--- src/rtl/wrr_grant_datapath.sv ---
// rtl/wrr_grant_datapath.sv - routes the granted client's beats into a 2-entry skid FIFO with source tags
// Optional macro GNT_ONEHOT_CHECK_EN: multi-hot grants block acceptance and set sticky o_err.
module wrr_grant_datapath #(
    parameter int NUM_CLIENTS = 4,
    parameter int DATA_WIDTH  = 32,
    parameter int CNT_WIDTH   = 16
) (
    input  logic                              clk,
    input  logic                              rst,
    input  logic [NUM_CLIENTS-1:0]            i_gnt,
    input  logic [NUM_CLIENTS-1:0]            i_valid,
    input  logic [NUM_CLIENTS*DATA_WIDTH-1:0] i_data,
    input  logic [NUM_CLIENTS-1:0]            i_lock,
    output logic [NUM_CLIENTS-1:0]            o_ready,
    output logic                              o_valid,
    output logic [DATA_WIDTH-1:0]             o_data,
    output logic [$clog2(NUM_CLIENTS)-1:0]    o_src,
    output logic                              o_lock,
    input  logic                              i_ready,
    output logic [CNT_WIDTH-1:0]              o_beat_cnt,
    output logic                              o_err
);
    localparam int SRC_W = $clog2(NUM_CLIENTS);
    localparam logic [NUM_CLIENTS-1:0] GNT_ONE = NUM_CLIENTS'(1);

    logic [1:0]             count;
    logic                   wr_ptr;
    logic                   rd_ptr;
    logic [DATA_WIDTH-1:0]  mem_data [2];
    logic [SRC_W-1:0]       mem_src  [2];
    logic                   mem_lock [2];

    logic [NUM_CLIENTS-1:0] sel;
    logic [SRC_W-1:0]       sel_idx;
    logic [DATA_WIDTH-1:0]  sel_data;
    logic                   sel_lock;
    logic                   sel_valid;
    logic                   can_push;
    logic                   push;
    logic                   pop;

`ifdef GNT_ONEHOT_CHECK_EN
    logic multi_hot;
    logic err_q;

    assign multi_hot = |(i_gnt & (i_gnt - GNT_ONE));
    assign sel       = multi_hot ? '0 : i_gnt;

    always_ff @(posedge clk) begin
        if (rst) begin
            err_q <= 1'b0;
        end else if (multi_hot) begin
            err_q <= 1'b1;
        end
    end
    assign o_err = err_q;
`else
    // Isolate the lowest set bit so a multi-hot grant still selects exactly one client.
    assign sel   = i_gnt & (~i_gnt + GNT_ONE);
    assign o_err = 1'b0;
`endif

    always_comb begin
        sel_idx  = '0;
        sel_data = '0;
        sel_lock = 1'b0;
        for (int k = 0; k < NUM_CLIENTS; k++) begin
            if (sel[k]) begin
                sel_idx  = SRC_W'(k);
                sel_data = i_data[k*DATA_WIDTH +: DATA_WIDTH];
                sel_lock = i_lock[k];
            end
        end
    end

    // Ready is a function of registered count only, so no i_ready -> o_ready path exists.
    assign can_push  = (count < 2'd2);
    assign o_ready   = sel & {NUM_CLIENTS{can_push}};
    assign sel_valid = |(sel & i_valid);
    assign push      = sel_valid & can_push;
    assign pop       = (count != 2'd0) & i_ready;

    always_ff @(posedge clk) begin
        if (rst) begin
            count      <= 2'd0;
            wr_ptr     <= 1'b0;
            rd_ptr     <= 1'b0;
            o_beat_cnt <= '0;
        end else begin
            if (push) begin
                wr_ptr <= ~wr_ptr;
                if (o_beat_cnt != {CNT_WIDTH{1'b1}}) begin
                    o_beat_cnt <= o_beat_cnt + 1'b1;
                end
            end
            if (pop) begin
                rd_ptr <= ~rd_ptr;
            end
            case ({push, pop})
                2'b10:   count <= count + 2'd1;
                2'b01:   count <= count - 2'd1;
                default: count <= count;
            endcase
        end
    end

    always_ff @(posedge clk) begin
        if (push) begin
            mem_data[wr_ptr] <= sel_data;
            mem_src[wr_ptr]  <= sel_idx;
            mem_lock[wr_ptr] <= sel_lock;
        end
    end

    assign o_valid = (count != 2'd0);
    assign o_data  = o_valid ? mem_data[rd_ptr] : '0;
    assign o_src   = o_valid ? mem_src[rd_ptr]  : '0;
    assign o_lock  = o_valid ? mem_lock[rd_ptr] : 1'b0;
endmodule

--- config.mk ---
export PLATFORM = sky130hd
export DESIGN_NAME = wrr_grant_datapath
export DESIGN_NICKNAME = d
export VERILOG_FILES = /design/src/rtl/wrr_grant_datapath.sv
export SDC_FILE = /design/constraint.sdc
export NUM_CORES = 1
export LEC_CHECK = 0
export CAP_MARGIN = 0
export CORE_MARGIN = 2
export CORE_UTILIZATION = 42
export DETAILED_ROUTE_END_ITERATION = 7
export GPL_TIMING_DRIVEN = 0
export PLACE_DENSITY = 0.84
export SLEW_MARGIN = 20
export SYNTH_ARGS = -nofsm -noshare
export SYNTH_HDL_FRONTEND = slang
export SYNTH_SLANG_ARGS = --single-unit
--- constraint.sdc ---
create_clock -name clk -period 5.45 [get_ports clk]
set_clock_uncertainty 0.15 [all_clocks]
set_input_delay 1.3625 -clock clk [delete_from_list [all_inputs] [get_ports clk]]
set_output_delay 1.3625 -clock clk [all_outputs]
set_load 0.05 [all_outputs]
== Yosys cells after proc, flatten, opt, wreduce, memory -nomap -nowiden ==
Memory sizes are Yosys's and may differ from the RTL's. A register that Yosys moved wholly into a read port is not among the register bits.
Index checks and enable logic that the tools add are counted.
Widths: inputs -> output; s select.

* Bits of input ports: 143
* Memory bits (writable): 70
* Logic and storage cells: 50
* Register bits: 20
* Output and inout bits: 57
* Bits in latches: 0
* Memory bits (read-only): 0
* Memories kept: 3

* Order comparisons: 1
* Bitwise gates (word level): 8
* Shift operators: 0
* Muxes and demuxes: 23
* Multipliers: 0
* Equality and inequality tests: 3
* Divide/modulo/power cells: 0
* Reduce and logical (&&, ||, !) cells: 4
* $add $sub $neg: 4

{| class="wikitable"
|+ Memories
! name !! words !! bits a word !! read ports !! clocked after memory_dff !! write ports !! RTL line !! text
|-
| mem_data || 2 || 32 || 1 || 1 || 1 || 29 || <nowiki>logic [DATA_WIDTH-1:0] mem_data [2];</nowiki>
|-
| mem_src || 2 || 2 || 1 || 1 || 1 || 30 || <nowiki>logic [SRC_W-1:0] mem_src [2];</nowiki>
|-
| mem_lock || 2 || 1 || 1 || 1 || 1 || 31 || <nowiki>logic mem_lock [2];</nowiki>
|}

{| class="wikitable"
|+ Operators by type and width
! cell !! number
|-
| $mux 32 || 5
|-
| $add 16x1->16 const B || 1
|-
| $ne 16x16->1 const B || 1
|-
| $mux 1 || 14
|-
| $and 4x4->4 || 3
|-
| $mux 2 || 3
|-
| $add 4x1->4 const B || 1
|-
| $not 4->4 || 1
|-
| $pmux 2 s2 || 1
|-
| $reduce_bool 2->1 || 2
|-
| $reduce_or 4->1 || 1
|-
| $add 2x1->2 const B || 1
|-
| $and 1x1->1 || 2
|-
| $eq 2x1->1 const B || 1
|-
| $eq 2x2->1 const B || 1
|-
| $lt 2x2->1 const B || 1
|-
| $not 1->1 || 2
|-
| $reduce_and 2->1 || 1
|-
| $sub 2x1->2 const B || 1
|}

== Depth between registers and ports, before layout ==
* Depth after elaboration: 8
* Gate-level depth with buffers: 8
* Gate-level depth less buffers: 7

== Worst setup path before layout ==
Ideal clock, no wire load.

* Path kind: input -> output
* Start: input i_gnt[0]
* End: output o_ready[2]
* Stages: 4
* Data arrival time: 3.501 ns
* Buffers on the path: 3
* Slack: 0.436 ns
* Cell sequence: buf_6 clkbuf_1 clkbuf_1 nor4b_1

* Cells in the longest elaborated chain, start to end: 4

{| class="wikitable"
|+ Ends and longest elaborated chain
! element !! RTL line !! text
|-
| from (decl) || 10 || <nowiki>input logic [NUM_CLIENTS-1:0] i_gnt,</nowiki>
|-
| $not 4->4 || 59 || <nowiki>assign sel = i_gnt & (~i_gnt + GNT_ONE);</nowiki>
|-
| $add 4x1->4 || 59 ||
|-
| $and 4x4->4 || 59 ||
|-
| $and 4x4->4 || 78 || <nowiki>assign o_ready = sel & {NUM_CLIENTS{can_push}};</nowiki>
|-
| to (decl) || 14 || <nowiki>output logic [NUM_CLIENTS-1:0] o_ready,</nowiki>
|}

No other way between the ends.

== Worst setup path after layout ==
* Start: input i_gnt[0]
* End: output o_ready[0]

* Cells in the longest elaborated chain, start to end: 4

{| class="wikitable"
|+ Ends and longest elaborated chain
! element !! RTL line
|-
| $not 4->4 || 59
|-
| $add 4x1->4 || 59
|-
| $and 4x4->4 * || 59
|-
| $and 4x4->4 * || 78
|}

Every way passes the cells marked *; elsewhere a longest branch is shown, timed or not.

==> key figures <==
Outcome
  – Outcome: complete, no violations

Route
  – First-pass iteration count of the detailed router: 5
  – DR DRC count: 0
  – Vias per inst: approximately 5.5
  – Routed WL per cell: 18.9 um
  – WL final: about 14000 um
  – Final ANT Viol Nets: 0
  – Initial DRC count: 271
  – Vias: roughly 4000

Worst setup path
  – Cell Chain, Critical Path: clkdlybuf4s50_1 > buf_6 > clkbuf_1 > clkbuf_2 > nor2b_1 > clkdlybuf4s50_1
  – Startpoint class of the critical path: input port
  – CP Capture Type: primary output
  – CP top delay family: buffers and inverters
  – Crit-path max cell delay: 0.81 ns
  – WP buf/inv: 5
  – Critical-path top delay cell: clkdlybuf4s50_1
  – CP required: about 4 ns
  – CP Max Fanout: 10
  – Crit path DAT: 3.79 ns
  – CP dominant cell by count: clkdlybuf4s50_1
  – CP Class: in2out

Yosys
  – Sequential-to-total area share from yosys stat: 0.564
  – Post-synth top area cell: edfxtp_1
  – Cells after Synth: just under 400
  – Synthesized area: 4470 um2
  – Async SR Flop Fraction: 0
  – Top FF cell, synth: edfxtp_1
  – Yosys cell types: 39
  – Post-synth EDFFs: 70
  – Mapped Nets: between 500 and 600
  – Commonest cells post-synth: edfxtp_1, a22oi_1, nor2_1
  – Synth warn: 0
  – Count leader, synth: edfxtp_1
  – Largest cells by area after synthesis: edfxtp_1, a22oi_1, dfxtp_1, mux2i_1, o21ai_0
  – Synth top area share: 0.470
  – Syn avg cell area: between 10 and 15 um2
  – Synth Register Bits: 91

Floorplanning
  – Die area: around 11000 um2
  – Die X: 107 um
  – Row count: 37
  – Total core area: 10300 um2
  – Initial Utilization: 0.433
  – I/O pins: 200
  – Die H: about 110 um

Cells and area
  – ANT cells: 0
  – Layout area overhead: 53.8%
  – Layout cells sized above 1: 0.0490
  – Reg area: 2520 um2
  – Multi-input logic area: roughly 1800 um2
  – Layout fillers: 768
  – Final instance area: 6880 um2
  – Nets: 752
  – Post-route insts no fill: 748

CTS
  – CTS sink cnt: between 90 and 100
  – H-tree Lvls: 3
  – Clock Tree Root: clkbuf_8
  – Clock-pin slew on the worst setup and hold paths: ~0.09 ns
  – CTS Buffer Depth: 2
  – CTS tree: built
  – CTS Hold Bufs: 0
  – Skew-Pair Late Insertion Delay: 0.35 ns
  – CTS buffer count: 9

STA
  – Count of pins over their slew limit: 0
  – RSZ-0062 raised after global routing: false
  – Final period utilization: 0.973
  – Setup Viol. Count Final: 0
  – Setup ws final: 0.146 ns
  – Slew headroom: 0.481
  – Fin crit period: about 5.3 ns
  – Worst-Margin Slew: 0.779 ns
  – Final Hold Violating Endpoints: 0
  – Fmax: around 0.19 GHz

Place
  – Placer Congestion: 0.887
  – Post-Place Cells: 731
  – Placed Area: roughly 6700 um2
  – Place WS: -0.559 ns
  – IO buf count: 198
  – DP HPWL: between 10000 and 15000 um

Hold path
  – Worst hold-check path type: reg2reg

Global routing
  – Largest net degree at the start of global routing: 25
  – Initial antenna violation count: 0
  – Vias in the first global route: 4209
  – Aggregate global-route resource usage: 0.242
  – Grt ovf: 0
  – Global-route wire length before repair: 21500 um

Pwr
  – LEAKAGE: 2.26 nW
  – Worst vdd ir: 0.221 mV
  – PwrDens: just under 400 nW/um2

Flow run
  – Total of max-cap violations: 0
[path summary, 6_finish.rpt]
| kind | start | endpoint | slack [ns] | cells past startpoint |
|---|---|---|---|---|
| setup reg to reg | count[1] | mem_data[1][1] | 2.84 | 5 |
| setup / recovery | i_gnt[0] | o_ready[0] | 0.15 | 6 |
| hold / removal | o_beat_cnt[7] | o_beat_cnt[7] | 0.36 | 2 |
| hold reg to reg | o_beat_cnt[7] | o_beat_cnt[7] | 0.36 | 2 |
[stage by stage]
stage,setup TNS (ns),power [W],utilization,hold WS (ns)
after floorplan,0,0.00173,-,0.331
after global placement,-30.57,0.00220,0.641,0.334
after detailed placement,-0.559,0.00224,0.647,0.341
after CTS,0,0.00266,0.666,0.355
after global routing,0,0.00276,0.666,0.379
final,0,0.00265,0.666,0.357
[cell usage in the layout, fill, tap and decap left out, drive strengths merged, types with 6 or more instances in the layout]
cell type / synthesis / layout
dfxtp: 21 / 21
clkbuf: 26 / 35
buf: 5 / 8
a22oi: 66 / 66
a21oi: 11 / 11
nand2: 8 / 8
edfxtp: 70 / 70
clkdlybuf4s50: 0 / 197
inv: 3 / 6
nor2: 48 / 48
mux2i: 37 / 37
o21ai: 39 / 39
[layer usage]
| metal | vias up | global-route usage | part of all wire |
|---|---|---|---|
| li1 | 1956 | - | - |
| met1 | 1969 | 0.279 | 0.39 |
| met5 | - | 0 | 0 |
| met4 | 0 | 0.0482 | 0.012 |
| met3 | 13 | 0.0717 | 0.081 |
| met2 | 154 | 0.445 | 0.51 |
[repair_timing]
| action | 4_1_cts | 5_1_grt |
|---|---|---|
| buffers inserted | 1 | 0 |
| resized for setup | 2 | 2 |
| pin swaps | 1 | 0 |
| setup endpoints to repair | 1 | 1 |
[registers in the layout (all words and copies together) (netlist names), named ones only]
register and cells:
mem_lock 2, mem_src 4, wr_ptr 1, rd_ptr 1, mem_data 64, o_beat_cnt 16, count 2
[cell type report]
cell class,count,share of cell area
clock buffers,9,0.0180
clock inverters,7,0.00873
inverters,3,0.00164
repair buffers,201,0.295
plain buffers,31,0.0198
well taps,136,0.0247
multi-input cells,270,0.265
flip-flops and latches,91,0.367
[worst register-to-register path: stages (launching register included)]
cell,delay (ns)
dfxtp_1,0.31
clkbuf_1,0.22
a2111oi_4,0.61
nor2_1,0.31
nor2b_4,0.45
buf_12,0.25
[kinds of logic (layout without fill, tap and decap cells)]
kind of cell	after synthesis	after routing	synth area share
XOR/XNOR	6	6	0.0118
AND/OR/NAND/NOR	94	94	0.106
multiplexers	37	37	0.0828
other	1	1	0.000839
AO/OA/AOI/OAI	130	130	0.196
buffers and inverters	34	251	0.0327
adder cells (fa/ha/maj)	2	2	0.00560
flip-flops	91	91	0.564
[report_power, final]
part | internal (W) | total [W] | switching, W
clock network | 0.000173 | 0.000424 | 0.000252
registers | 0.000853 | 0.000883 | 0.0000294
logic | 0.000475 | 0.00134 | 0.000863
total | 0.00150 | 0.00265 | 0.00114
Power figures use the tool's default switching activity.
